[src/rtl/pipeline_ctrl_pkg.sv]
// ---------------------------------------------------------------------------
// pipeline_ctrl_pkg
//   Shared definitions for the pipeline control slice:
//     - stall vector width and per-stage bit indices
//     - Stop / NoStop stall-bit values and the reset-asserted level
//     - memory port arbiter state encodings
//     - stall source enum plus helpers (stall mask, arbitration, saturating
//       increment)
//   No ports (package).
// ---------------------------------------------------------------------------
package pipeline_ctrl_pkg;

  // Stall vector layout, youngest stage in bit 0.
  localparam int StallWidth  = 6;
  localparam int StallPcBit  = 0;
  localparam int StallIfBit  = 1;
  localparam int StallIdBit  = 2;
  localparam int StallExBit  = 3;
  localparam int StallMemBit = 4;
  localparam int StallWbBit  = 5;

  localparam logic Stop      = 1'b1;
  localparam logic NoStop    = 1'b0;

  // Reset is active-low.
  localparam logic RstEnable = 1'b0;

  // Memory port arbiter state encodings.
  localparam logic [1:0] ArbIdle   = 2'b00;
  localparam logic [1:0] ArbGntIf  = 2'b01;
  localparam logic [1:0] ArbGntMem = 2'b10;

  // Highest-priority reason the pipeline is being held this cycle.
  typedef enum logic [2:0] {
    StallSrcNone,
    StallSrcIf,
    StallSrcId,
    StallSrcEx,
    StallSrcMem
  } stall_src_e;

  // A stall originating in a stage stops that stage and every younger one,
  // so the mask is all Stop from bit 0 up to the requesting stage.
  function automatic logic [StallWidth-1:0] stall_mask(stall_src_e src);
    int last;
    logic [StallWidth-1:0] m;
    case (src)
      StallSrcMem: last = StallMemBit;
      StallSrcEx:  last = StallExBit;
      StallSrcId:  last = StallIdBit;
      StallSrcIf:  last = StallIfBit;
      default:     last = -1;
    endcase
    for (int i = 0; i < StallWidth; i++) begin
      m[i] = (i <= last) ? Stop : NoStop;
    end
    return m;
  endfunction

  // Memory stage wins over fetch when both are requesting.
  function automatic logic [1:0] arbitrate(logic if_req, logic mem_req);
    if (mem_req) begin
      return ArbGntMem;
    end else if (if_req) begin
      return ArbGntIf;
    end
    return ArbIdle;
  endfunction

  function automatic logic [31:0] sat_inc(logic [31:0] v);
    return (v == 32'hFFFF_FFFF) ? v : v + 32'd1;
  endfunction

endpackage

[src/rtl/pipeline_ctrl_mem_port_arb.sv]
// ---------------------------------------------------------------------------
// mem_port_arb
//   Arbiter for the single memory port shared by instruction fetch and the
//   MEM stage. Once granted, ownership is held until bus_ack completes the
//   transaction, then re-arbitrated on that same edge (no idle bubble).
//   Ports:
//     clk        - clock
//     rst        - asynchronous active-low reset
//     if_req     - fetch wants the port
//     mem_req    - load/store wants the port
//     bus_ack    - one-cycle completion pulse for the granted transaction
//     grant_if   - port owned by fetch
//     grant_mem  - port owned by MEM stage
// ---------------------------------------------------------------------------
module mem_port_arb
  import pipeline_ctrl_pkg::*;
(
  input  logic clk,
  input  logic rst,
  input  logic if_req,
  input  logic mem_req,
  input  logic bus_ack,
  output logic grant_if,
  output logic grant_mem
);

  logic [1:0] state_q, state_d;

  // Next-state: IDLE arbitrates every cycle (a stray ack there means
  // nothing); a granted state only moves on when its transaction completes,
  // so requests arriving mid-transaction cannot steal the port.
  always_comb begin
    state_d = state_q;
    case (state_q)
      ArbIdle: begin
        state_d = arbitrate(if_req, mem_req);
      end
      ArbGntIf, ArbGntMem: begin
        if (bus_ack) begin
          state_d = arbitrate(if_req, mem_req);
        end
      end
      default: begin
        state_d = ArbIdle;
      end
    endcase
  end

  // State register; reset abandons any grant in flight.
  always_ff @(posedge clk or negedge rst) begin
    if (!rst) begin
      state_q <= ArbIdle;
    end else begin
      state_q <= state_d;
    end
  end

  assign grant_if  = (state_q == ArbGntIf);
  assign grant_mem = (state_q == ArbGntMem);

endmodule

[src/rtl/pipeline_ctrl.sv]
// ---------------------------------------------------------------------------
// pipeline_ctrl
//   Pipeline stall/flush controller for a 6-stage pipeline sharing one
//   memory port between IF and MEM.
//   Ports:
//     clk           - clock
//     rst           - asynchronous active-low reset
//     stallreq_id   - ID load-use hazard stall request
//     stallreq_ex   - EX multi-cycle operation stall request
//     if_req        - fetch requests memory port
//     mem_req       - MEM stage requests memory port
//     bus_ack       - granted memory transaction completes this cycle
//     branch_flag   - EX resolved a taken branch/jump
//     grant_if      - memory port owned by IF
//     grant_mem     - memory port owned by MEM
//     stall[5:0]    - per-stage stop (0 PC, 1 IF, 2 ID, 3 EX, 4 MEM, 5 WB)
//     flush         - kill IF/ID contents this cycle
//     stall_cycles  - number of cycles with any stage stopped (saturating)
//   Configuration:
//     PIPE_CTRL_PERF_EN - when defined, builds the stall_cycles counter;
//                         otherwise stall_cycles is tied to zero.
// ---------------------------------------------------------------------------
module pipeline_ctrl
  import pipeline_ctrl_pkg::*;
(
  input  logic                  clk,
  input  logic                  rst,
  input  logic                  stallreq_id,
  input  logic                  stallreq_ex,
  input  logic                  if_req,
  input  logic                  mem_req,
  input  logic                  bus_ack,
  input  logic                  branch_flag,
  output logic                  grant_if,
  output logic                  grant_mem,
  output logic [StallWidth-1:0] stall,
  output logic                  flush,
  output logic [31:0]           stall_cycles
);

  logic       mem_wait;
  logic       if_wait;
  stall_src_e stall_src;

  mem_port_arb u_arb (
    .clk       (clk),
    .rst       (rst),
    .if_req    (if_req),
    .mem_req   (mem_req),
    .bus_ack   (bus_ack),
    .grant_if  (grant_if),
    .grant_mem (grant_mem)
  );

  // A requester is only waiting if it is not the owner being acked right
  // now, which releases the stall in the very cycle the ack arrives.
  assign mem_wait = mem_req && !(grant_mem && bus_ack);
  assign if_wait  = if_req  && !(grant_if  && bus_ack);

  // Oldest stage asking to hold wins; its mask covers all younger stages.
  always_comb begin
    stall_src = StallSrcNone;
    if (mem_wait) begin
      stall_src = StallSrcMem;
    end else if (stallreq_ex) begin
      stall_src = StallSrcEx;
    end else if (stallreq_id) begin
      stall_src = StallSrcId;
    end else if (if_wait) begin
      stall_src = StallSrcIf;
    end
  end

  // Outputs are forced quiet while reset is held, without waiting for a clock.
  // A taken branch lives in EX, so it can only be lost to a hold of EX or
  // older; ID/IF holds are overridden because those instructions die anyway.
  assign stall = (rst == RstEnable) ? '0 : stall_mask(stall_src);
  assign flush = (rst != RstEnable) && branch_flag && !mem_wait && !stallreq_ex;

`ifdef PIPE_CTRL_PERF_EN
  logic [31:0] stall_cycles_q, stall_cycles_d;

  always_comb begin
    stall_cycles_d = stall_cycles_q;
    if (stall != '0) begin
      stall_cycles_d = sat_inc(stall_cycles_q);
    end
  end

  always_ff @(posedge clk or negedge rst) begin
    if (!rst) begin
      stall_cycles_q <= 32'h0;
    end else begin
      stall_cycles_q <= stall_cycles_d;
    end
  end

  assign stall_cycles = stall_cycles_q;
`else
  assign stall_cycles = 32'h0;
`endif

endmodule

[config.mk]
export PLATFORM = sky130hd
export DESIGN_NAME = pipeline_ctrl
export DESIGN_NICKNAME = d
export VERILOG_FILES = /design/src/rtl/pipeline_ctrl_pkg.sv /design/src/rtl/pipeline_ctrl_mem_port_arb.sv /design/src/rtl/pipeline_ctrl.sv
export SDC_FILE = /design/constraint.sdc
export NUM_CORES = 1
export LEC_CHECK = 0
export CORE_UTILIZATION = 30
export CTS_CLUSTER_DIAMETER = 60
export DETAILED_ROUTE_END_ITERATION = 10
export PLACE_DENSITY = 0.84
export SLEW_MARGIN = 30
export SYNTH_ARGS = -nofsm -noshare
export SYNTH_HDL_FRONTEND = slang
export SYNTH_SLANG_ARGS = --single-unit
[constraint.sdc]
create_clock -name clk -period 2.9 [get_ports clk]
set_clock_uncertainty 0.15 [all_clocks]
set_input_delay 0.58 -clock clk [delete_from_list [all_inputs] [get_ports clk]]
set_output_delay 0.58 -clock clk [all_outputs]
set_load 0.005 [all_outputs]
=== Word-level counts from Yosys, hierarchy flattened ===
Cells that the tools add are included.

* $lt $le $gt $ge: 6
* Equality and inequality tests: 7
* Multiplexer cells: 23
* Reductions and logical operators: 13

{| class="wikitable"
|+ Operators by type and width
! kind !! count
|-
| $pmux 32 s4 || 1
|-
| $le 3x32->1 const A || 2
|-
| $le 4x32->1 const A || 2
|-
| $le 1x32->1 const A || 1
|-
| $le 2x32->1 const A || 1
|-
| $mux 2 || 7
|-
| $mux 1 || 12
|-
| $logic_and 1x1->1 || 7
|-
| $eq 3x2->1 const B || 2
|-
| $mux 6 || 1
|-
| $logic_not 1->1 || 4
|-
| $pmux 2 s2 || 1
|-
| $eq 3x1->1 const B || 1
|-
| $eq 3x3->1 const B || 1
|-
| $mux 3 || 1
|-
| $eq 2x1->1 const B || 1
|-
| $eq 2x2->1 const B || 1
|-
| $logic_not 2->1 || 1
|-
| $ne 2x2->1 const B || 1
|-
| $reduce_or 2->1 || 1
|}

* Register bits after elaboration: 2
* Input port bits: 8
* Output and inout port bits: 41
* Logic and storage cells: 50

=== Longest topological paths before layout ===
* Depth in word-level cells: 13
* Gate-level depth with buffers: 4
* Depth with buffers taken out: 4

=== Modules after synthesis ===
Synthesis repeated with hierarchy kept, for this count alone.

* Cells, all modules: 55
* Area total of the unflattened synthesis: 460.4 µm²

{| class="wikitable"
|+ Modules (own cells, without submodules)
! module !! times used !! cells each !! area each (µm²) !! seq. area each (µm²)
|-
| pipeline_ctrl || 1 || 43 || 325.3 || 0.0
|-
| mem_port_arb || 1 || 12 || 135.1 || 50.0
|}

=== Worst setup path after synthesis ===
OpenSTA, ideal clock, no wires.

* Path type: input-to-output
* Start point: input port mem_req
* End point: output port stall[0]
* Arrival time: 1.119 ns
* Data required time: 2.170 ns
* Setup slack: 1.051 ns
* Cell stages on the path: 2
* Buffers on the path: 0
* Cell sequence: a21boi_2 -> o41a_1

* Word-level cells in the longest chain between the ends: 7
* Elaborated cells on any way between the ends: 10
* Classes of those cells: order compare (1); eq/ne (4); mux (4); reduce/logical (1)

{| class="wikitable"
|+ RTL lines
! what !! line !! RTL
|-
| start: declaration || pipeline_ctrl.sv:31 || <nowiki>input logic mem_req,</nowiki>
|-
| $logic_and 1x1->1 * || pipeline_ctrl.sv:57 || <nowiki>assign mem_wait = mem_req && !(grant_mem && bus_ack);</nowiki>
|-
| $mux 3 * || pipeline_ctrl.sv:63 || <nowiki>if (mem_wait) begin</nowiki>
|-
| $eq 3x1->1 (tied with other cells) || pipeline_ctrl_pkg.sv:47 || <nowiki>case (src)</nowiki>
|-
| $pmux 32 s4 * || pipeline_ctrl_pkg.sv:47 ||
|-
| $le 1x32->1 * || pipeline_ctrl_pkg.sv:55 || <nowiki>m[i] = (i <= last) ? Stop : NoStop;</nowiki>
|-
| $mux 1 * || pipeline_ctrl_pkg.sv:55 ||
|-
| $mux 6 * || pipeline_ctrl.sv:77 || <nowiki>assign stall = (rst == RstEnable) ? '0 : stall_mask(stall_src);</nowiki>
|-
| end: declaration || pipeline_ctrl.sv:36 || <nowiki>output logic [StallWidth-1:0] stall,</nowiki>
|}

Every way passes the cells marked *; elsewhere a longest branch is shown, timed or not.

=== Worst setup path after layout ===
* Start point: input port bus_ack
* End point: output port stall[1]

* Word-level cells in the longest chain between the ends: 12
* Elaborated cells on any way between the ends: 18
* Classes of those cells: order compare (1); eq/ne (4); mux (7); reduce/logical (6)

{| class="wikitable"
|+ RTL lines
! what !! line !! RTL
|-
| start: declaration || pipeline_ctrl.sv:32 || <nowiki>input logic bus_ack,</nowiki>
|-
| $logic_and 1x1->1 || pipeline_ctrl.sv:58 || <nowiki>assign if_wait = if_req && !(grant_if && bus_ack);</nowiki>
|-
| $logic_not 1->1 || pipeline_ctrl.sv:58 ||
|-
| $logic_and 1x1->1 || pipeline_ctrl.sv:58 ||
|-
| $mux 1 || pipeline_ctrl.sv:69 || <nowiki>end else if (if_wait) begin</nowiki>
|-
| $mux 2 || pipeline_ctrl.sv:67 || <nowiki>end else if (stallreq_id) begin</nowiki>
|-
| $mux 2 || pipeline_ctrl.sv:65 || <nowiki>end else if (stallreq_ex) begin</nowiki>
|-
| $mux 3 * || pipeline_ctrl.sv:63 ||
|-
| $eq 3x1->1 (tied with other cells) || pipeline_ctrl_pkg.sv:47 ||
|-
| $pmux 32 s4 * || pipeline_ctrl_pkg.sv:47 ||
|-
| $le 2x32->1 * || pipeline_ctrl_pkg.sv:55 ||
|-
| $mux 1 * || pipeline_ctrl_pkg.sv:55 ||
|-
| $mux 6 * || pipeline_ctrl.sv:77 ||
|}

Marks and branches as above.

==> results.md <==
- Outcome: finished, final reports clean
- CP most frequent cell: clkdlybuf4s50_1
- Leak Pwr: 0.2730 nW
- Hold-fix buffers, CTS: 0
- Iter 0 DRT Violations: 0
- RSZ-0062 raised after global routing: false
- Clock buffer depth: 2
- DRT Wirelength: 693 µm
- Number of post-CTS setup repair buffers: 0
- H-tree depth: 1
- Post-CTS resize count: 0
- FF-to-FF Start: u_arb.state_q[0]$_DFFE_PN0P_
- CTS clk-pin slew, worst paths: 0.03 ns
- Area grow syn2layout: 13.82%
- First-pass GRT wire length: 834 µm
- Commonest cells after routing, fill and taps aside: 33 x conb_1, 15 x clkdlybuf4s50_1, 3 x ha_1, 3 x clkbuf_4
- R2r worst-path depth: 4
- Met3 wire length: 94 µm
- Highest Signal Layer: met3
- Final antenna diode count: 0
- Starting Density: 0.3379
- Seq cells post-synth: 2
- Antenna viol nets, final: 0
- Fillers: 149
- Total die area: 1700 µm²
- Slew Limit Fails: 0
- Period utilization: 0.9538
- Biggest cell delay along the critical path: 0.52 ns
- Synth warn: 0
- Via count: 315
- Hold Crit Class: reg -> reg
- Post-route DRC: 0
- Maximum vdd drop: 0.1973 mV
- Setup_tns: 0 ns
- Sequential fraction of the synthesis area: 0.1084
- Die Wd: 41.23 µm
- Vias per inst: 3.621
- Worst-path cell chain: clkdlybuf4s50_1 -> a21boi_2 -> o41a_1 -> clkdlybuf4s50_1
- GR Overflow Total: 0
- # port buffers: 15
- Final Wtd Congestion: 0.5462
- Initial antenna violation count: 0
- Largest reg by FF count: u_arb.state_q
- Die H: 41.23 µm
- CTS tree: done
- CP max stage cell: clkdlybuf4s50_1
- Global Route Usage Sum: 0.08454
- Cell Area, Synth: 461.7 µm²
- Met2 WL post-DR: 341 µm
- Fin worst setup slack: 0.1341 ns
- Final Hold Viols: 0
- WHS Endpoint: u_arb.state_q[1]$_DFFE_PN0P_
- IO Pins: 49
- Final count of negative-setup-slack endpoints: 0
- Largest regs: u_arb.state_q x2
- Routed metal-1 wire length: 258 µm
- Final Critical Period: 2.766 ns
- Wire per inst: 7.966 µm
- Startpoint Class: input pin
- Critical Setup Path Class: in -> out
- WHS Path Cells: 2
- HPWL Detailed: 583.1 µm
- Worst Setup End Kind: output port
- Root Driver: clkbuf_4
- Yosys cell types: 17
- # clock sinks: 2
- Vias in the first global route: 212
- Largest net degree at the start of global routing: 9
- Crit-path max FO: 6
- Max FFs per register: 2
- CP required: 2.17 ns
- Fmax: 361.5 MHz
- Max_cap viols: 0
- Post-Syn Instances: 55
- Cell row count: 13
- WP data arrival: 2.04 ns
- Worst-skew pair later-pin latency: 0.22 ns
- Commonest non-fill, non-tap cell in the layout: conb_1
- Layout cells sized above 1: 0.08333
- Pre-Repair DR Iteration Count: 1
- R2R Setup Slk: 1.52 ns
- Total CTS buffers: 3
- Worst R2R End: u_arb.state_q[0]$_DFFE_PN0P_
- Mean Syn Cell Area: 8.394 µm²
- Dpl ws: 0.1315 ns
- Core footprint: 1366 µm²
- PD cells: 378.3 nW/µm²
- Fin nets: 85
- Hold path startpoint: u_arb.state_q[1]$_DFFE_PN0P_
[how the worst max path moves through the flow]
stage,start,endpoint,slack [ns],depth (start not counted)
floorplan,mem_req,stall[0],1.05,2
global placement,bus_ack,stall[0],0.14,4
detailed placement,bus_ack,stall[1],0.13,4
CTS,bus_ack,stall[1],0.13,4
global route,rst,flush,0.05,4
finish,bus_ack,stall[1],0.13,4
[cell type report]
class / instances / area [µm²] / share of cell area
Inverter: 2 / 7.507 / 0.01429
Clock buffer: 3 / 22.52 / 0.04286
Sequential cell: 2 / 50.05 / 0.09524
Tap cell: 15 / 18.77 / 0.03571
Multi-Input combinational cell: 50 / 276.5 / 0.5262
Timing Repair Buffer: 15 / 150.1 / 0.2857
[worst max-delay path: cells and delay by family]
| kind | cells | cell delay [ns] |
|---|---|---|
| compound gates | 2 | 0.48 |
| buf+inv | 2 | 0.97 |
[power by group]
group          switching (mW)  internal [mW]
sequential            0.00578         0.0355
clock                  0.0158         0.0457
combinational          0.0453         0.0508
[cells in the mapped netlist]
library cell	count	area, µm²
ha_1	3	37.54
or2b_1	1	7.510
a21boi_2	1	11.26
dfrtp_1	2	50.05
o31a_2	1	10.01
o41a_1	2	22.52
a21boi_1	1	7.510
and2_2	1	7.510
o21a_1	1	7.510
mux2i_1	2	20.02
conb_1	1	3.750
nor3_1	1	5.000
nor2_1	1	3.750
inv_1	2	7.510
or3b_1	1	8.760
buf_4	33	247.7
nand2_1	1	3.750
[stage by stage]
stage | std cells | area, µm² | total power, mW | hold WS [ns] | utilization
floorplan | 87 | 581.8 | 0.1230 | 0.1344 | -
global placement | 84 | 503.0 | 0.1336 | 0.4252 | 0.3681
detailed placement | 84 | 503.0 | 0.1392 | 0.4471 | 0.3681
CTS | 87 | 525.5 | 0.2049 | 0.4546 | 0.3846
global route | 87 | 525.5 | 0.2183 | 0.4740 | 0.3846
finish | 87 | 525.5 | 0.1988 | 0.4517 | 0.3846
[layer usage]
layer / vias up / global-route usage
li1: 148 / -
met1: 134 / 0.07717
met2: 33 / 0.1445
met3: 0 / 0.03261
met4: 0 / 0.07258
met5: - / 0
[cells by family (layout without fill, tap and decap cells)]
kind of cell	Yosys count	count (layout)	synth area share
buffers and inverters	35	20	0.5529
AO/OA/AOI/OAI	6	6	0.1274
AND/OR/NAND/NOR	6	6	0.07858
adder cells (fa/ha/maj)	3	3	0.08131
multiplexers	2	2	0.04336
flip-flops	2	2	0.1084
other	1	33	0.008122
No activity file was read; power rests on OpenSTA's default activity.
